$ cat src/rtl/tlc_pkg.sv
// Shared definitions for the multiphase traffic light controller:
// lamp encodings, controller states and round-robin phase selection.
package tlc_pkg;

   // Per-phase lamp encoding, ordered {G,Y,R}
   localparam logic [2:0] LIGHT_GREEN  = 3'b100;
   localparam logic [2:0] LIGHT_YELLOW = 3'b010;
   localparam logic [2:0] LIGHT_RED    = 3'b001;
   localparam logic [2:0] LIGHT_DARK   = 3'b000;

   typedef enum logic [1:0] {
      ALL_RED = 2'd0,
      GREEN   = 2'd1,
      YELLOW  = 2'd2,
      FLASH   = 2'd3
   } tlc_state_e;

   // Pick the first phase with demand, scanning cur+1 .. cur+n (mod n).
   // The current phase comes last, so a lone demand on it re-serves it.
   // Without any demand the next phase in order is recalled.
   function automatic logic [2:0] next_phase(input logic [2:0] cur,
                                             input logic [7:0] demand,
                                             input int         n);
      logic [2:0] sel;
      logic [2:0] idx;
      sel = 3'((int'(cur) + 1) % n);
      // Walk backwards so the nearest demanding phase is written last
      for (int k = 8; k >= 1; k--) begin
         if (k <= n) begin
            idx = 3'((int'(cur) + k) % n);
            if (demand[idx]) begin
               sel = idx;
            end
         end
      end
      return sel;
   endfunction

endpackage

$ cat src/rtl/tlc_ped_channel.sv
// One pedestrian channel: a lock-out counter after each walk interval
// and the latched call that requests service for this phase.
module tlc_ped_channel
   import tlc_pkg::*;
#(
   parameter int PED_DELAY_TIME = 50
) (
   input  logic clk,
   input  logic rst_n,
   input  logic ped_req,
   input  logic walk,
   input  logic green_entry,
   output logic ped_latch
);

   localparam int CW = (PED_DELAY_TIME < 1) ? 1 : $clog2(PED_DELAY_TIME + 1);
   localparam logic [CW-1:0] DELAY_MAX = CW'(PED_DELAY_TIME);

   logic [CW-1:0] delay_cnt_reg;
   logic          ped_latch_reg;

   // Lock-out counter: held at zero while walking, then counts up and saturates
   always_ff @(posedge clk or negedge rst_n) begin
      if (!rst_n) begin
         delay_cnt_reg <= DELAY_MAX;
      end else if (walk) begin
         delay_cnt_reg <= '0;
      end else if (delay_cnt_reg != DELAY_MAX) begin
         delay_cnt_reg <= delay_cnt_reg + 1'b1;
      end
   end

   // Call latch: serving the phase clears it, and that clear beats a new press
   always_ff @(posedge clk or negedge rst_n) begin
      if (!rst_n) begin
         ped_latch_reg <= 1'b0;
      end else if (green_entry) begin
         ped_latch_reg <= 1'b0;
      end else if (ped_req && !walk && (delay_cnt_reg == DELAY_MAX)) begin
         ped_latch_reg <= 1'b1;
      end
   end

   assign ped_latch = ped_latch_reg;

endmodule

$ cat src/rtl/tlc_multiphase.sv
// N-phase demand-actuated traffic light controller with pedestrian calls,
// early green termination and a flashing-red fallback.
module tlc_multiphase
   import tlc_pkg::*;
#(
   parameter int NUM_PHASES        = 4,
   parameter int TIMER_W           = 16,
   parameter int YELLOW_TIME       = 30,
   parameter int ALL_RED_TIME      = 5,
   parameter int MIN_GREEN_TIME    = 50,
   parameter int PED_DELAY_TIME    = 50,
   parameter int FLASH_HALF_PERIOD = 10
) (
   input  logic                            clk,
   input  logic                            rst_n,
   input  logic [NUM_PHASES*TIMER_W-1:0]   green_time_cfg,
   input  logic [NUM_PHASES-1:0]           veh_req,
   input  logic [NUM_PHASES-1:0]           ped_req,
   input  logic                            flash_mode,
   output logic [NUM_PHASES*3-1:0]         light,
   output logic [NUM_PHASES-1:0]           walk,
   output logic [$clog2(NUM_PHASES)-1:0]   active_phase,
   output logic                            in_flash
);

   localparam int PW = $clog2(NUM_PHASES);
   localparam int FW = $clog2(FLASH_HALF_PERIOD) + 1;

   tlc_state_e          state_reg, state_next;
   logic [TIMER_W-1:0]  timer_reg, timer_next;
   logic [TIMER_W-1:0]  green_len_reg, green_len_next;
   logic [PW-1:0]       active_reg, active_next;
   logic [FW-1:0]       flash_cnt_reg;
   logic                flash_dark_reg;

   logic [PW-1:0]         sel_phase;
   logic [TIMER_W-1:0]    sel_cfg;
   logic [TIMER_W-1:0]    cfg_arr [NUM_PHASES];
   logic [NUM_PHASES-1:0] ped_latch;
   logic [NUM_PHASES-1:0] green_entry;
   logic                  green_start;
   logic                  ped_other;

   // Candidate phase for the next green and its configured duration
   assign sel_phase = PW'(next_phase(3'(active_reg), 8'(veh_req | ped_latch), NUM_PHASES));
   assign sel_cfg   = cfg_arr[sel_phase];

   // A waiting pedestrian on any phase other than the one being served
   assign ped_other = |(ped_latch & ~(NUM_PHASES'(1) << active_reg));

   // Next-state logic, green entry and timer update
   always_comb begin
      state_next     = state_reg;
      active_next    = active_reg;
      green_len_next = green_len_reg;
      green_start    = 1'b0;
      case (state_reg)
         ALL_RED: begin
            if (timer_reg == TIMER_W'(ALL_RED_TIME - 1)) begin
               if (flash_mode) begin
                  state_next = FLASH;
               end else begin
                  state_next     = GREEN;
                  active_next    = sel_phase;
                  green_len_next = (sel_cfg == '0) ? TIMER_W'(1) : sel_cfg;
                  green_start    = 1'b1;
               end
            end
         end
         GREEN: begin
            if ((timer_reg == green_len_reg - 1'b1) || flash_mode ||
                (ped_other && (timer_reg >= TIMER_W'(MIN_GREEN_TIME - 1)))) begin
               state_next = YELLOW;
            end
         end
         YELLOW: begin
            if (timer_reg == TIMER_W'(YELLOW_TIME - 1)) begin
               state_next = ALL_RED;
            end
         end
         FLASH: begin
            if (!flash_mode) begin
               state_next = ALL_RED;
            end
         end
         default: state_next = ALL_RED;
      endcase
      timer_next = (state_next != state_reg) ? '0 : timer_reg + 1'b1;
   end

   // Controller state register
   always_ff @(posedge clk or negedge rst_n) begin
      if (!rst_n) begin
         state_reg     <= ALL_RED;
         timer_reg     <= '0;
         active_reg    <= PW'(NUM_PHASES - 1);
         green_len_reg <= TIMER_W'(1);
      end else begin
         state_reg     <= state_next;
         timer_reg     <= timer_next;
         active_reg    <= active_next;
         green_len_reg <= green_len_next;
      end
   end

   // Flash cadence: restarts on RED at every entry into FLASH
   always_ff @(posedge clk or negedge rst_n) begin
      if (!rst_n) begin
         flash_cnt_reg  <= '0;
         flash_dark_reg <= 1'b0;
      end else if (state_reg != FLASH) begin
         flash_cnt_reg  <= '0;
         flash_dark_reg <= 1'b0;
      end else if (flash_cnt_reg == FW'(FLASH_HALF_PERIOD - 1)) begin
         flash_cnt_reg  <= '0;
         flash_dark_reg <= ~flash_dark_reg;
      end else begin
         flash_cnt_reg  <= flash_cnt_reg + 1'b1;
      end
   end

   genvar gi;
   generate
      for (gi = 0; gi < NUM_PHASES; gi++) begin : g_phase
         logic [2:0] head;

         assign cfg_arr[gi]     = green_time_cfg[gi*TIMER_W +: TIMER_W];
         assign green_entry[gi] = green_start && (sel_phase == PW'(gi));
         assign walk[gi]        = (state_reg == GREEN) && (active_reg == PW'(gi));

         // Signal head for this phase
         always_comb begin
            head = LIGHT_RED;
            if (state_reg == FLASH) begin
               head = flash_dark_reg ? LIGHT_DARK : LIGHT_RED;
            end else if (active_reg == PW'(gi)) begin
               if (state_reg == GREEN) begin
                  head = LIGHT_GREEN;
               end else if (state_reg == YELLOW) begin
                  head = LIGHT_YELLOW;
               end
            end
         end

         assign light[gi*3 +: 3] = head;

         tlc_ped_channel #(
            .PED_DELAY_TIME (PED_DELAY_TIME)
         ) u_ped (
            .clk         (clk),
            .rst_n       (rst_n),
            .ped_req     (ped_req[gi]),
            .walk        (walk[gi]),
            .green_entry (green_entry[gi]),
            .ped_latch   (ped_latch[gi])
         );
      end
   endgenerate

   assign active_phase = active_reg;
   assign in_flash     = (state_reg == FLASH);

endmodule

$ cat config.mk
export PLATFORM = sky130hd
export DESIGN_NAME = tlc_multiphase
export DESIGN_NICKNAME = d
export VERILOG_FILES = /design/src/rtl/tlc_pkg.sv /design/src/rtl/tlc_ped_channel.sv /design/src/rtl/tlc_multiphase.sv
export SDC_FILE = /design/constraint.sdc
export NUM_CORES = 1
export LEC_CHECK = 0
export ABC_AREA = 1
export BUFFER_PORTS_ARGS = -buffer_cell sky130_fd_sc_hd__buf_2
export CAP_MARGIN = 30
export CORE_ASPECT_RATIO = 1.4
export CORE_UTILIZATION = 45
export DETAILED_ROUTE_END_ITERATION = 8
export PLACE_DENSITY = 0.67
export RECOVER_POWER = 100
export SKIP_CTS_REPAIR_TIMING = 1
export SLEW_MARGIN = 15
export SYNTH_ARGS = -nofsm -noshare
export SYNTH_HDL_FRONTEND = slang
export SYNTH_SLANG_ARGS = --single-unit
$ cat constraint.sdc
create_clock -name clk -period 7.05 [get_ports clk]
set_input_delay 1.0575 -clock clk [delete_from_list [all_inputs] [get_ports clk]]
set_output_delay 1.0575 -clock clk [all_outputs]
set_load 0.005 [all_outputs]
==> impl_metrics.yaml <==
placement:
  gp_congestion: 0.8521
  io_buffers: 93
  placed_cells: 960
  hpwl_um: 9531
  place_area_mm2: 0.005675
global_routing:
  track_usage_pct: 22.44
  grt.overflow.total: 0
  first_global_vias: 4877
  grt_first_pass_wirelength_um: 21320
  grt_antenna_before_repair: 1
  grt_max_degree: 71
floorplanning:
  fp.coreArea_mm2: 0.01104
  pin_count: 94
  initial_utilization_pct: 46.83
  num_rows: 45
  die_w_um: 92.57
  die_h_um: 128.8
  dieArea_mm2: 0.01192
logic_synthesis:
  synth_seq_cells: 70
  synthesis.nets: 844
  postSynth.asyncResetShare_pct: 100.0
  seq_area_frac_synth_pct: 34.26
  syn_area_per_cell_um2: 6.936
  ys_types: 41
  synth_area_leaders: "dfrtp_1 27%, nand2_1 17%, dfstp_2 7.6%"
  synth_area_mm2: 0.005167
  synth-edff-count: 0
  synth_top_area_share_pct: 26.63
  synthFlopType: "dfrtp_1"
  synth_cells: 745
  synth_top_area_cell: "dfrtp_1"
  yosys_warnings: 0
final_layout:
  n_antenna_cell: 0
  largest_reg_flops: 24
  fillCellCount: 1104
  area_delta_synth_final_pct: 15.81
  fin_nets: 931
  final_core_util_pct: 54.23
  postLayoutCellArea_mm2: 0.005984
  drive_above_1_share_pct: 16.61
  final_cells: 978
detailed_routing:
  drtPass1Iterations: 4
  first_iter_violations: 206
  vias_per_cell: 4.999
  routedWlPerCell_um: 12.68
  drt_wl_total_um: 12400
  drcViolationCount: 0
  num_vias: 4889
  ant_nets: 0
timing:
  slew_headroom_pct: -111.5
  finalHoldViolCount: 0
  slew_violations: 60
  fmax_mhz: 210.1
  min_period_ps: 4759
  setup_viol: 0
  whs_ps: 499.6
  timing.final.crit_share_pct: 67.50
  worst_pin_slew_ps: 3173
  final.setup_skew_ps: 6.538
  rsz0062_at_grt: "false"
  tns_ps: 0
critical_path:
  worstPathMaxFanout: 36
  crit_chain: "inv_1 -> ha_1 -> inv_1 -> nand3_1 -> nand2_1 -> inv_1 -> nand2_1 -> nand2_1 -> nand2_2 -> nand2_1 -> nand2_1 -> inv_1 -> nand2_1 -> nand2_1 -> nand2_1 -> nand2_1 -> nor2_1 -> nand2_1 -> nor2_1 -> nand2_1 -> a21oi_1"
  r2r_slack_ps: 2290
  crit_start: "active_phase[0]$_DFFE_PN1P_"
  critical_path_required_ps: 7310
  worstReg2RegStart: "active_phase[0]$_DFFE_PN1P_"
  reg2reg_to: "green_len_reg[0]$_DFFE_PN1P_"
  crit_path_end: "green_len_reg[0]$_DFFE_PN1P_"
  worst-setup-path-type: "flop to flop"
  cp_common_cell: "nand2_1"
  crit_slowest_cell: "nand2_1"
  crit_arrival_ps: 5020
  cp-start-kind: "flop"
  endpoint_kind: "flop"
  critical_path.max_stage_delay_ps: 1140
  r2r_cells: 21
power_and_ir_drop:
  ir_worst_vdd_uv: 250.1
  power.density_mw_per_mm2: 451.6
  leakage_uw: 0.003190
clock_tree:
  clk_path_buf_depth: 2
  htreeDepth: 3
  insertion_delay_ps: 330
  clk_pin_slew_worst_paths_ps: 60
  tritoncts: "yes"
  cts_buffers: 9
  cts_root_buffer: "clkbuf_16"
  clock_sinks: 70
outcome:
  outcome: "finished with violations"
  violations: "max-capacitance violations, max-slew violations"
flow_run:
  maxCapViolCount: 1
hold_path:
  worstHoldPathCells: 2
  min_path_type: "flop to flop"
-- worst max-delay path, delay by kind of cell (launching register included) --
kind                       cells  cell delay [ps]
and+or+nand+nor               15             2740
DFF                            1              720
buffers and inverters          4              680
adders and majority gates      1              380
AOI/OAI and AO/OA              1              140
-- cell type report --
type,count,area (um2),area share [%]
Tap cell,141,176.4,2.948
Clock inverter,5,81.33,1.359
Multi-Input combinational cell,560,2875,48.05
Sequential cell,70,1770,29.58
Timing Repair Buffer,96,471.7,7.882
Inverter,95,356.6,5.959
Clock buffer,11,252.7,4.223
-- placed cells by master, fill, tap and decap left out, drive strengths merged, types with 4 or more instances in the layout --
cell	n
xnor2	8
o21ai	37
nor4	4
nand4	7
dfstp	15
nor2	91
a31oi	7
nor3	17
a21oi	18
clkbuf	28
dfrtp	55
ha	24
inv	95
xor2	25
nand2	241
buf	79
nand3	63
-- metal layers --
layer | GRT usage (%) | share of wire, % | up-vias
met3 | 3.842 | 4.1 | 27
met4 | 10.11 | 2.7 | 0
met1 | 24.52 | 41 | 2224
li1 | - | - | 2525
met5 | 0 | 0 | -
met2 | 41.92 | 52 | 113
-- worst min path at each step --
| stage | startpoint | endpoint |
|---|---|---|
| global placement | g_phase[3].u_ped.delay_cnt_reg[4]$_DFFE_PN1P_ | g_phase[3].u_ped.delay_cnt_reg[4]$_DFFE_PN1P_ |
| CTS | g_phase[3].u_ped.delay_cnt_reg[5]$_DFFE_PN1P_ | g_phase[3].u_ped.delay_cnt_reg[5]$_DFFE_PN1P_ |
| global route | flash_cnt_reg[0]$_DFF_PN0_ | flash_cnt_reg[0]$_DFF_PN0_ |
| finish | g_phase[3].u_ped.delay_cnt_reg[5]$_DFFE_PN1P_ | g_phase[3].u_ped.delay_cnt_reg[5]$_DFFE_PN1P_ |
| detailed placement | g_phase[3].u_ped.delay_cnt_reg[5]$_DFFE_PN1P_ | g_phase[3].u_ped.delay_cnt_reg[5]$_DFFE_PN1P_ |
| floorplan | flash_cnt_reg[0]$_DFF_PN0_ | flash_cnt_reg[0]$_DFF_PN0_ |
-- kinds of logic (layout without fill, tap and decap cells) --
group	after synthesis	after routing	synth area share (%)
simple gates	431	431	36.56
compound gates	71	71	7.700
buf+inv	115	207	9.636
flops	70	70	34.26
fa+ha+maj	24	24	5.811
xor+xnor	34	34	6.029
-- Yosys cell counts, types with 2 or more instances --
master    number
xnor2_1        8
a21oi_1       17
nand3_1       45
clkbuf_1       4
dfstp_2       15
buf_4          4
nor4_1         4
nand2_2        6
xor2_1        25
ha_1          24
nand3_2       18
inv_2          4
nor2_1        90
nand4_1        7
nor3_1        16
a31oi_1        7
o32ai_1        2
dfrtp_1       55
nand3b_1       3
nand2_1      234
or2_2          3
buf_6          6
o21ai_0       35
inv_1         91
a211oi_1       2
buf_2          5
-- where the power goes --
group / switching [uW] / internal [uW] / total, uW
Clock: 173 / 329 / 502
Combinational: 985 / 511 / 1500
Sequential: 143 / 562 / 705
-- metrics by stage --
stage,power [uW],setup slack (ps)
after global placement,2177,3345
after CTS,2741,3421
after global routing,2984,1731
after detailed placement,2224,3209
after floorplan,1940,4440
final,2702,2291
Note: power is estimated with default switching activity, not from simulation.
